**src/rtl/luhn_modn_engine_if.sv**
```systemverilog
// Handshake bundle between the message framer and the Luhn mod-N engine.
// Latency: n/a (wires only).
// Backpressure: size, data and result channels each use valid/ready.
// Ports: master = framer/consumer side, slave = engine side.
interface luhn_modn_engine_if #(
  parameter int DATA_W = 4,
  parameter int SIZE_W = 8
);
  logic [SIZE_W-1:0] size;
  logic              mode;
  logic              size_valid;
  logic              size_ready;
  logic [DATA_W-1:0] data;
  logic              data_valid;
  logic              data_ready;
  logic              check;
  logic [DATA_W-1:0] check_char;
  logic              check_valid;
  logic              check_ready;

  modport master (
    output size, mode, size_valid, data, data_valid, check_ready,
    input  size_ready, data_ready, check, check_char, check_valid
  );

  modport slave (
    input  size, mode, size_valid, data, data_valid, check_ready,
    output size_ready, data_ready, check, check_char, check_valid
  );
endinterface

```
**src/rtl/luhn_modn_engine.sv**
```systemverilog
// Luhn mod-2**DATA_W engine: CHECK verifies a message, GEN produces its check character.
// Latency: result valid the cycle after the last data handshake (or after size handshake when size==0).
// Backpressure: data stalls on data_valid low; result held stable until check_ready.
// Ports: clock, rst_n (synchronous, active-low), bus (slave side of luhn_modn_engine_if).
module luhn_modn_engine #(
  parameter int DATA_W = 4,
  parameter int SIZE_W = 8
) (
  input logic               clock,
  input logic               rst_n,
  luhn_modn_engine_if.slave bus
);

  typedef enum logic [1:0] {
    IDLE = 2'd0,
    DATA = 2'd1,
    DONE = 2'd2
  } state_t;

  state_t            state, state_nxt;
  logic [DATA_W-1:0] acc, acc_nxt;
  logic [SIZE_W-1:0] remaining, remaining_nxt;
  logic              mode_q, mode_nxt;
  logic              dbl;
  logic [DATA_W-1:0] term;
  logic              in_done;

  // remaining = characters still to come, including the current one.
  // In CHECK the current right-index is remaining-1, in GEN it is remaining,
  // so the doubling decision is just the LSB of remaining, flipped for CHECK.
  always_comb begin
    dbl = mode_q ? remaining[0] : ~remaining[0];
    if (dbl) begin
      // 2d = {carry, low}; folding the carry back in is the base-N digit sum.
      term = {bus.data[DATA_W-2:0], 1'b0}
           + {{(DATA_W-1){1'b0}}, bus.data[DATA_W-1]};
    end else begin
      term = bus.data;
    end
  end

  // Readies/valid are gated by rst_n so nothing handshakes while reset is held.
  assign in_done         = rst_n && (state == DONE);
  assign bus.size_ready  = rst_n && (state == IDLE);
  assign bus.data_ready  = rst_n && (state == DATA);
  assign bus.check_valid = in_done;
  assign bus.check       = in_done && (mode_q || (acc == '0));
  assign bus.check_char  = !in_done ? '0
                         : (mode_q ? ({DATA_W{1'b0}} - acc) : acc);

  always_comb begin
    state_nxt     = state;
    acc_nxt       = acc;
    remaining_nxt = remaining;
    mode_nxt      = mode_q;
    case (state)
      IDLE: begin
        if (bus.size_valid) begin
          mode_nxt      = bus.mode;
          remaining_nxt = bus.size;
          acc_nxt       = '0;
          state_nxt     = (bus.size == '0) ? DONE : DATA;
        end
      end
      DATA: begin
        if (bus.data_valid) begin
          acc_nxt       = acc + term;
          remaining_nxt = remaining - SIZE_W'(1);
          if (remaining == SIZE_W'(1)) begin
            state_nxt = DONE;
          end
        end
      end
      DONE: begin
        if (bus.check_ready) begin
          state_nxt = IDLE;
        end
      end
      default: state_nxt = IDLE;
    endcase
  end

  always_ff @(posedge clock) begin
    if (!rst_n) begin
      state     <= IDLE;
      acc       <= '0;
      remaining <= '0;
      mode_q    <= 1'b0;
    end else begin
      state     <= state_nxt;
      acc       <= acc_nxt;
      remaining <= remaining_nxt;
      mode_q    <= mode_nxt;
    end
  end

endmodule
```
**src/flat_wrapper.sv**
```systemverilog
// flat-port wrapper written by rule: the top's interface ports become plain ports
module luhn_modn_engine_flat 
#(
  parameter int DATA_W = 4,
  parameter int SIZE_W = 8
)
  (clock, rst_n, bus_size, bus_mode, bus_size_valid, bus_data, bus_data_valid, bus_check_ready, bus_size_ready, bus_data_ready, bus_check, bus_check_char, bus_check_valid);
  luhn_modn_engine_if #(.DATA_W(DATA_W), .SIZE_W(SIZE_W)) bus_i ();
  input logic clock;
  input logic rst_n;
  input wire logic [$bits(bus_i.size)-1:0] bus_size;
  input wire logic [$bits(bus_i.mode)-1:0] bus_mode;
  input wire logic [$bits(bus_i.size_valid)-1:0] bus_size_valid;
  input wire logic [$bits(bus_i.data)-1:0] bus_data;
  input wire logic [$bits(bus_i.data_valid)-1:0] bus_data_valid;
  input wire logic [$bits(bus_i.check_ready)-1:0] bus_check_ready;
  output wire logic [$bits(bus_i.size_ready)-1:0] bus_size_ready;
  output wire logic [$bits(bus_i.data_ready)-1:0] bus_data_ready;
  output wire logic [$bits(bus_i.check)-1:0] bus_check;
  output wire logic [$bits(bus_i.check_char)-1:0] bus_check_char;
  output wire logic [$bits(bus_i.check_valid)-1:0] bus_check_valid;
  assign bus_i.size = bus_size;
  assign bus_i.mode = bus_mode;
  assign bus_i.size_valid = bus_size_valid;
  assign bus_i.data = bus_data;
  assign bus_i.data_valid = bus_data_valid;
  assign bus_i.check_ready = bus_check_ready;
  assign bus_size_ready = bus_i.size_ready;
  assign bus_data_ready = bus_i.data_ready;
  assign bus_check = bus_i.check;
  assign bus_check_char = bus_i.check_char;
  assign bus_check_valid = bus_i.check_valid;
  luhn_modn_engine #(.DATA_W(DATA_W), .SIZE_W(SIZE_W)) u_core (.clock(clock), .rst_n(rst_n), .bus(bus_i));
endmodule
```
**config.mk**
```make
export PLATFORM = sky130hd
export DESIGN_NAME = luhn_modn_engine_flat
export DESIGN_NICKNAME = d
export VERILOG_FILES = /design/src/rtl/luhn_modn_engine_if.sv /design/src/rtl/luhn_modn_engine.sv /design/src/flat_wrapper.sv
export SDC_FILE = /design/constraint.sdc
export NUM_CORES = 1
export LEC_CHECK = 0
export ABC_CLOCK_PERIOD_IN_PS = 1900
export BUFFER_PORTS_ARGS = -buffer_cell sky130_fd_sc_hd__buf_2
export CAP_MARGIN = 20
export CORE_MARGIN = 5
export CORE_UTILIZATION = 48
export DETAILED_ROUTE_END_ITERATION = 6
export PLACE_DENSITY = 0.84
export SKIP_CTS_REPAIR_TIMING = 1
export SLEW_MARGIN = 20
export SYNTH_ARGS = -nofsm -noshare
export SYNTH_HDL_FRONTEND = slang
export SYNTH_SLANG_ARGS = --single-unit
```
**constraint.sdc**
```tcl
create_clock -name clock -period 1.9 [get_ports clock]
set_input_delay 0.38 -clock clock [delete_from_list [all_inputs] [get_ports clock]]
set_output_delay 0.38 -clock clock [all_outputs]
set_load 0.005 [all_outputs]
```
==> results of run 1 <==
## cell type report
| cell class | count | share of cell area [%] |
|---|---|---|
| clock buffer | 4 | 1.86 |
| inverter | 7 | 1.86 |
| multi-input combinational | 120 | 58.8 |
| sequential | 15 | 21.7 |
| tap | 30 | 2.66 |
| timing repair buffer | 33 | 13.1 |
## routing by layer
metal	track usage [%]	wire (um)	vias to the layer above
li1	-	-	591
met3	1.51	186	5
met4	5.70	31	0
met5	0	0	-
met2	32.6	1490	42
met1	21.8	1250	563
## cells by family (layout without fill, tap and decap cells)
family / after synthesis / after routing / synth area share [%]
buffers and inverters: 16 / 44 / 7.36
XOR/XNOR: 4 / 4 / 2.94
AND/OR/NAND/NOR: 63 / 63 / 28.3
AO/OA/AOI/OAI: 40 / 40 / 22.8
adder cells (fa/ha/maj): 7 / 7 / 7.99
flip-flops: 15 / 15 / 25.2
multiplexers: 6 / 6 / 5.36
## flip-flops by register name (all words and copies together) (netlist names)
| name | count |
|---|---|
| u_core.state | 2 |
| u_core.remaining | 8 |
| u_core.acc | 4 |
| u_core.mode_q | 1 |
## layout by cell type, fill, tap and decap left out, types with 2 or more instances in the layout
cell,instances
a21boi_0,5
a21o_1,3
a21oi_1,6
a31oi_1,3
and2_1,6
and3_1,3
buf_2,25
buf_4,8
clkbuf_4,3
dfxtp_1,13
ha_1,6
inv_1,7
mux2_2,2
mux2i_1,3
nand2_1,10
nand2b_1,6
nand3_1,4
nor2_1,17
nor2b_1,3
nor3_1,3
nor4_1,2
nor4bb_1,2
o211ai_1,3
o21ai_0,4
o21ai_1,2
o22ai_1,2
o31ai_1,2
xnor2_1,2
## worst max-delay path, stage by stage, from the launching register on
cell and delay (ns):
dfxtp_4 0.37, xnor2_4 0.22, mux2_2 0.38, ha_1 0.27, a21o_1 0.19, a21oi_2 0.15, nand2b_1 0.11, o311ai_0 0.09
## per-stage QoR
stage | instance area [um^2] | utilization [%] | setup TNS [ns] | hold slack [ns]
2_1_floorplan | 1210 | - | 0 | 0.464
3_3_place_gp | 1360 | 56.1 | 0 | 0.484
3_5_place_dp | 1360 | 56.1 | -0.0341 | 0.505
4_1_cts | 1390 | 57.2 | -0.0738 | 0.383
5_1_grt | 1410 | 58.0 | -0.206 | 0.405
6_report | 1410 | 58.0 | -0.0214 | 0.382
## final timing paths
check,start,to,cells after the start
max,u_core.mode_q,u_core.acc[3],7
min,bus_mode,u_core.mode_q,3
max reg2reg,u_core.mode_q,u_core.acc[3],7
min reg2reg,u_core.remaining[7],u_core.remaining[7],2
## power by group
part	leakage (nW)	internal (W)	total, W	switching (W)
clock network	0.0150	0.0000817	0.000188	0.000106
logic	0.477	0.000176	0.000365	0.000188
registers	0.124	0.000346	0.000385	0.0000387
total	0.616	0.000604	0.000937	0.000333
==> summary.txt, run 1 <==
Vias in the first global route -> 1149
Finished Layout Cells -> 209
Vias -> 1201
CTS sink count -> 15
Net Count, Synth -> 176
Flops & latches, synth -> 15
CTS root buffer -> clkbuf_4
Top FF cell, synth -> dfxtp_1
Drt pass-1 iters -> 4
Placed cells -> 204
Total track usage -> 17.9%
Largest fanout on the critical path -> 5
Multi-input logic area -> 830 um^2
Chip Width -> 59.8 um
Port Buffers -> 25
First-pass GRT wire length -> 5020 um
Share of layout cells above drive strength 1 -> 25.7%
Reg2Reg Setup Slack -> -0.02 ns
Async SR Flop Fraction -> 0%
Critical path type -> reg2reg
DRC Markers -> 0
Final setup violation count -> 1
Yosys warns -> 0
Reg clk slew, reported paths -> 0.08 ns
Leading area contributor after synthesis -> dfxtp_1
Hpwl dp -> 2290 um
Num ports -> 26
RSZ-0062 raised after global routing -> true
Worst Tran Pin Value -> 0.386 ns
Clock latency on the worst-skew pair -> 0.29 ns
Yosys top cell area share -> 25.2%
Most frequent cell after synthesis -> nor2_1
Filler cells -> 248
Leakage Power -> 0.616 nW
CTS tree -> built
Fin nets -> 205
Cell area after synthesis -> 1190 um^2
Vias per cell -> 5.75
Outcome -> finished, violations left
Worst EP arrival -> 2.08 ns
Total gr overflow -> 0
Area grow syn2layout -> 18.5%
CTS Buf Count -> 3
Req. time, crit path -> 2.06 ns
Gpl congestion -> 0.877
Routed WL -> 2960 um
Failing checks -> setup timing
Hold Crit Class -> in2reg
Die Y -> 59.8 um
Die Area -> 3570 um^2
Antenna cells -> 0
Clock Tree Buf Depth -> 2
Cell Pwr Density -> 665 nW/um^2
Detailed-route wire length per cell -> 14.1 um
Post-synthesis instance total -> 151
Crit path launch type -> flop
DRT iter0 DRCs -> 38
Critical Path End Type -> flop
Max IR drop VDD -> 0.510 mV
Fmax -> 520 MHz
Largest net degree at the start of global routing -> 19
Post-synth cell types -> 45
Register cell area after layout -> 305 um^2
Mean Syn Cell Area -> 7.88 um^2
Pre-CTS setup slack -> -0.0341 ns
Synth top cells by count -> nor2_1 (17), dfxtp_1 (15), nand2_1 (10)
CTS H-Tree Depth -> 1
Final Skew -> 0.00853 ns
Total power draw -> 0.000937 W
Max-slew headroom -> 74.2%
Fin. Hold Viols -> 0
Tcrit/Tclk final -> 101%
Top post-synthesis cells by area -> dfxtp_1 (25%), ha_1 (6.3%), nor2_1 (5.4%), a21boi_0 (3.8%), and2_1 (3.2%)
Fin. max-slew vios -> 0
Maxcap violations -> 0
Final ANT Viol Nets -> 0
Core ar. -> 2430 um^2
Initial antenna violation count -> 0
Sequential area share after synthesis -> 25.2%
Placement Rows -> 18
Final WS setup -> -0.0214 ns
Tmin final -> 1.92 ns
Initial Util -> 48.9%
Post-synth EDFFs -> 0
Power figures use the tool's default switching activity.
==> run 2: changes to the inputs <==
- CORE_ASPECT_RATIO: not set -> 1.75
==> summary.txt, run 2 (synthesis gave the netlist of run 1 again) <==
Worst R2R Start -> u_core.mode_q
Die Y -> 75.9 um (+27%)
Vias per cell -> 5.89 (+2.5%)
Num ports -> 26 (unchanged)
Finished Layout Cells -> 204 (-2.4%)
Cell Pwr Density -> 710 nW/um^2 (+6.9%)
Internal -> 0.000672 W (+11%)
Comb power frac -> 36.9% (-2.0 points)
Antenna cells -> 0 (unchanged)
CTS sink count -> 15 (unchanged)
Tcrit/Tclk final -> 99.3% (-1.9 points)
Max IR drop VDD -> 0.526 mV (+3.1%)
RSZ-0062 raised after global routing -> true
Worst reg2reg path endpoint -> u_core.acc[3]
Tmin final -> 1.89 ns (-0.0352 ns)
Core ar. -> 2430 um^2 (unchanged)
Hold-critical path depth -> 4 (+1)
Area grow syn2layout -> 20.8%
CP cell instances -> xnor2_4, mux2_4, ha_1, a21o_1, a21oi_2, nand2b_1, o311ai_1
Final Core Density -> 59.1% (+1.1 points)
Worst path buffer plus inverter count -> 0 (unchanged)
R2r worst-path depth -> 7 (unchanged)
Pre-CTS setup slack -> -0.0320 ns (+0.00212 ns)
CP delay by family, top -> compound AO/OA/AOI/OAI gates
Routed WL -> 3250 um (+9.8%)
Vias in the first global route -> 1226 (+6.7%)
CTS H-Tree Depth -> 1 (unchanged)
Placed cells -> 200 (-2.0%)
Hpwl dp -> 2480 um (+8.3%)
Max-slew headroom -> 64.5% (-9.7 points)
Leakage Power -> 0.624 nW (+1.3%)
End of the worst hold path -> u_core.state[1]
Largest fanout on the critical path -> 5 (unchanged)
First-pass GRT wire length -> 5250 um (+4.7%)
Setup_tns -> 0 ns (+0.0214 ns)
Drt pass-1 iters -> 4 (unchanged)
Placement Rows -> 24 (+6)
Reg2Reg Setup Slack -> 0.01 ns (+0.04 ns)
Seq pwr share -> 37.6% (-3.4 points)
Crit path launch type -> flop
CTS root buffer -> clkbuf_8
Final setup violation count -> 0 (-1)
Clock latency on the worst-skew pair -> 0.25 ns (-0.04 ns)
Total track usage -> 20.0% (+2.1 points)
Largest Register -> u_core.remaining
Fin. Hold Viols -> 0 (unchanged)
Reg clk slew, reported paths -> 0.06 ns (-0.02 ns)
Clock Tree Buf Depth -> 2 (unchanged)
Worst hold start -> bus_check_ready
Hold Crit Class -> in2reg
Die Area -> 3610 um^2 (+1.1%)
Final ANT Viol Nets -> 0 (unchanged)
Detailed-route wire length per cell -> 15.9 um (+12%)
Initial antenna violation count -> 0 (unchanged)
Critical path type -> reg2reg
Max incr delay on CP -> 0.36 ns (-0.02 ns)
Gpl congestion -> 0.896 (+2.2%)
Req. time, crit path -> 2.05 ns (about the same)
Slowest cell on crit path -> dfxtp_4
Critical Path End Type -> flop
Total gr overflow -> 0 (unchanged)
CTS Buf Count -> 3 (unchanged)
Worst EP arrival -> 2.04 ns (-0.04 ns)
Chip Width -> 47.6 um (-20%)
Fmax -> 530 MHz (+1.9%)
Vias -> 1202 (+0.083%)
Most frequent cells in the layout -> buf_2 (25), nor2_1 (17), dfxtp_1 (12), nand2_1 (10), buf_4 (7)
Outcome -> complete, no violations
Fin nets -> 204 (-0.49%)
Max reg flops -> 8 (unchanged)
Worst Tran Pin Value -> 0.532 ns (+0.147 ns)
Largest net degree at the start of global routing -> 15 (-4)
Commonest non-fill, non-tap cell in the layout -> buf_2
Fin. max-slew vios -> 0 (unchanged)
Share of layout cells above drive strength 1 -> 27.5% (+1.8 points)
Largest regs -> u_core.remaining: 8 flops, u_core.acc: 4 flops, u_core.state: 2 flops
Clock power share -> 25.6% (+5.6 points)
Final WS setup -> 0.0138 ns (+0.0352 ns)
Maxcap violations -> 0 (unchanged)
Initial Util -> 48.9% (unchanged)
DRT iter0 DRCs -> 35 (-7.9%)
CTS tree -> built
Port Buffers -> 25 (unchanged)
DRC Markers -> 0 (unchanged)
Switching share of total power -> 34.2% (-1.3 points)
Final Skew -> 0.00258 ns (-0.00596 ns)
Total power draw -> 0.00102 W (+9.0%)
Sw power -> 0.000349 W (+4.9%)
==> run 2: stage by stage <==
stage | area, um^2 | hold WS [ns]
after floorplan | 1210 | 0.464
after global placement | 1360 | 0.480
after detailed placement | 1360 | 0.499
after CTS | 1400 | 0.438
after global routing | 1440 | 0.452
final | 1440 | 0.437
==> run 2: worst min-delay path, cell delays in order <==
cell and delay (ns):
buf_2 0.07, o22ai_1 0.08, nand2_1 0.07, a211oi_1 0.04
==> run 2: power by group through the flow <==
stage	combinational [W]	sequential [W]	clock, W
6_report	0.000377	0.000383	0.000261
5_1_grt	0.000423	0.000387	0.000283
4_1_cts	0.000360	0.000381	0.000265
3_5_place_dp	0.000358	0.000388	0
3_3_place_gp	0.000340	0.000385	0
2_1_floorplan	0.000274	0.000378	0
==> run 2: routing by layer <==
| layer | track usage (%) | part of all wire [%] | vias to the layer above | routed length (um) |
|---|---|---|---|---|
| li1 | - | - | 589 | - |
| met1 | 20.5 | 37 | 565 | 1190 |
| met2 | 36.9 | 56 | 39 | 1820 |
| met3 | 3.31 | 5.0 | 9 | 161 |
| met4 | 9.58 | 2.4 | 0 | 78 |
| met5 | 0 | 0 | - | 0 |
==> run 2: how the worst max path moves through the flow <==
stage	depth (start not counted)	to	start
final	7	u_core.acc[3]	u_core.mode_q
after global routing	7	u_core.acc[3]	u_core.mode_q
after CTS	7	u_core.acc[3]	u_core.mode_q
after detailed placement	8	u_core.acc[2]	u_core.mode_q
after global placement	7	u_core.acc[3]	u_core.mode_q
after floorplan	8	u_core.acc[3]	u_core.mode_q
==> run 2: layout make-up <==
class                      count  area (um^2)
fill                         225          995
multi-input combinational    120          850
sequential                    15          307
timing repair buffer          32          178
clock buffer                   4         45.0
tap                           26         32.5
inverter                       7         26.3
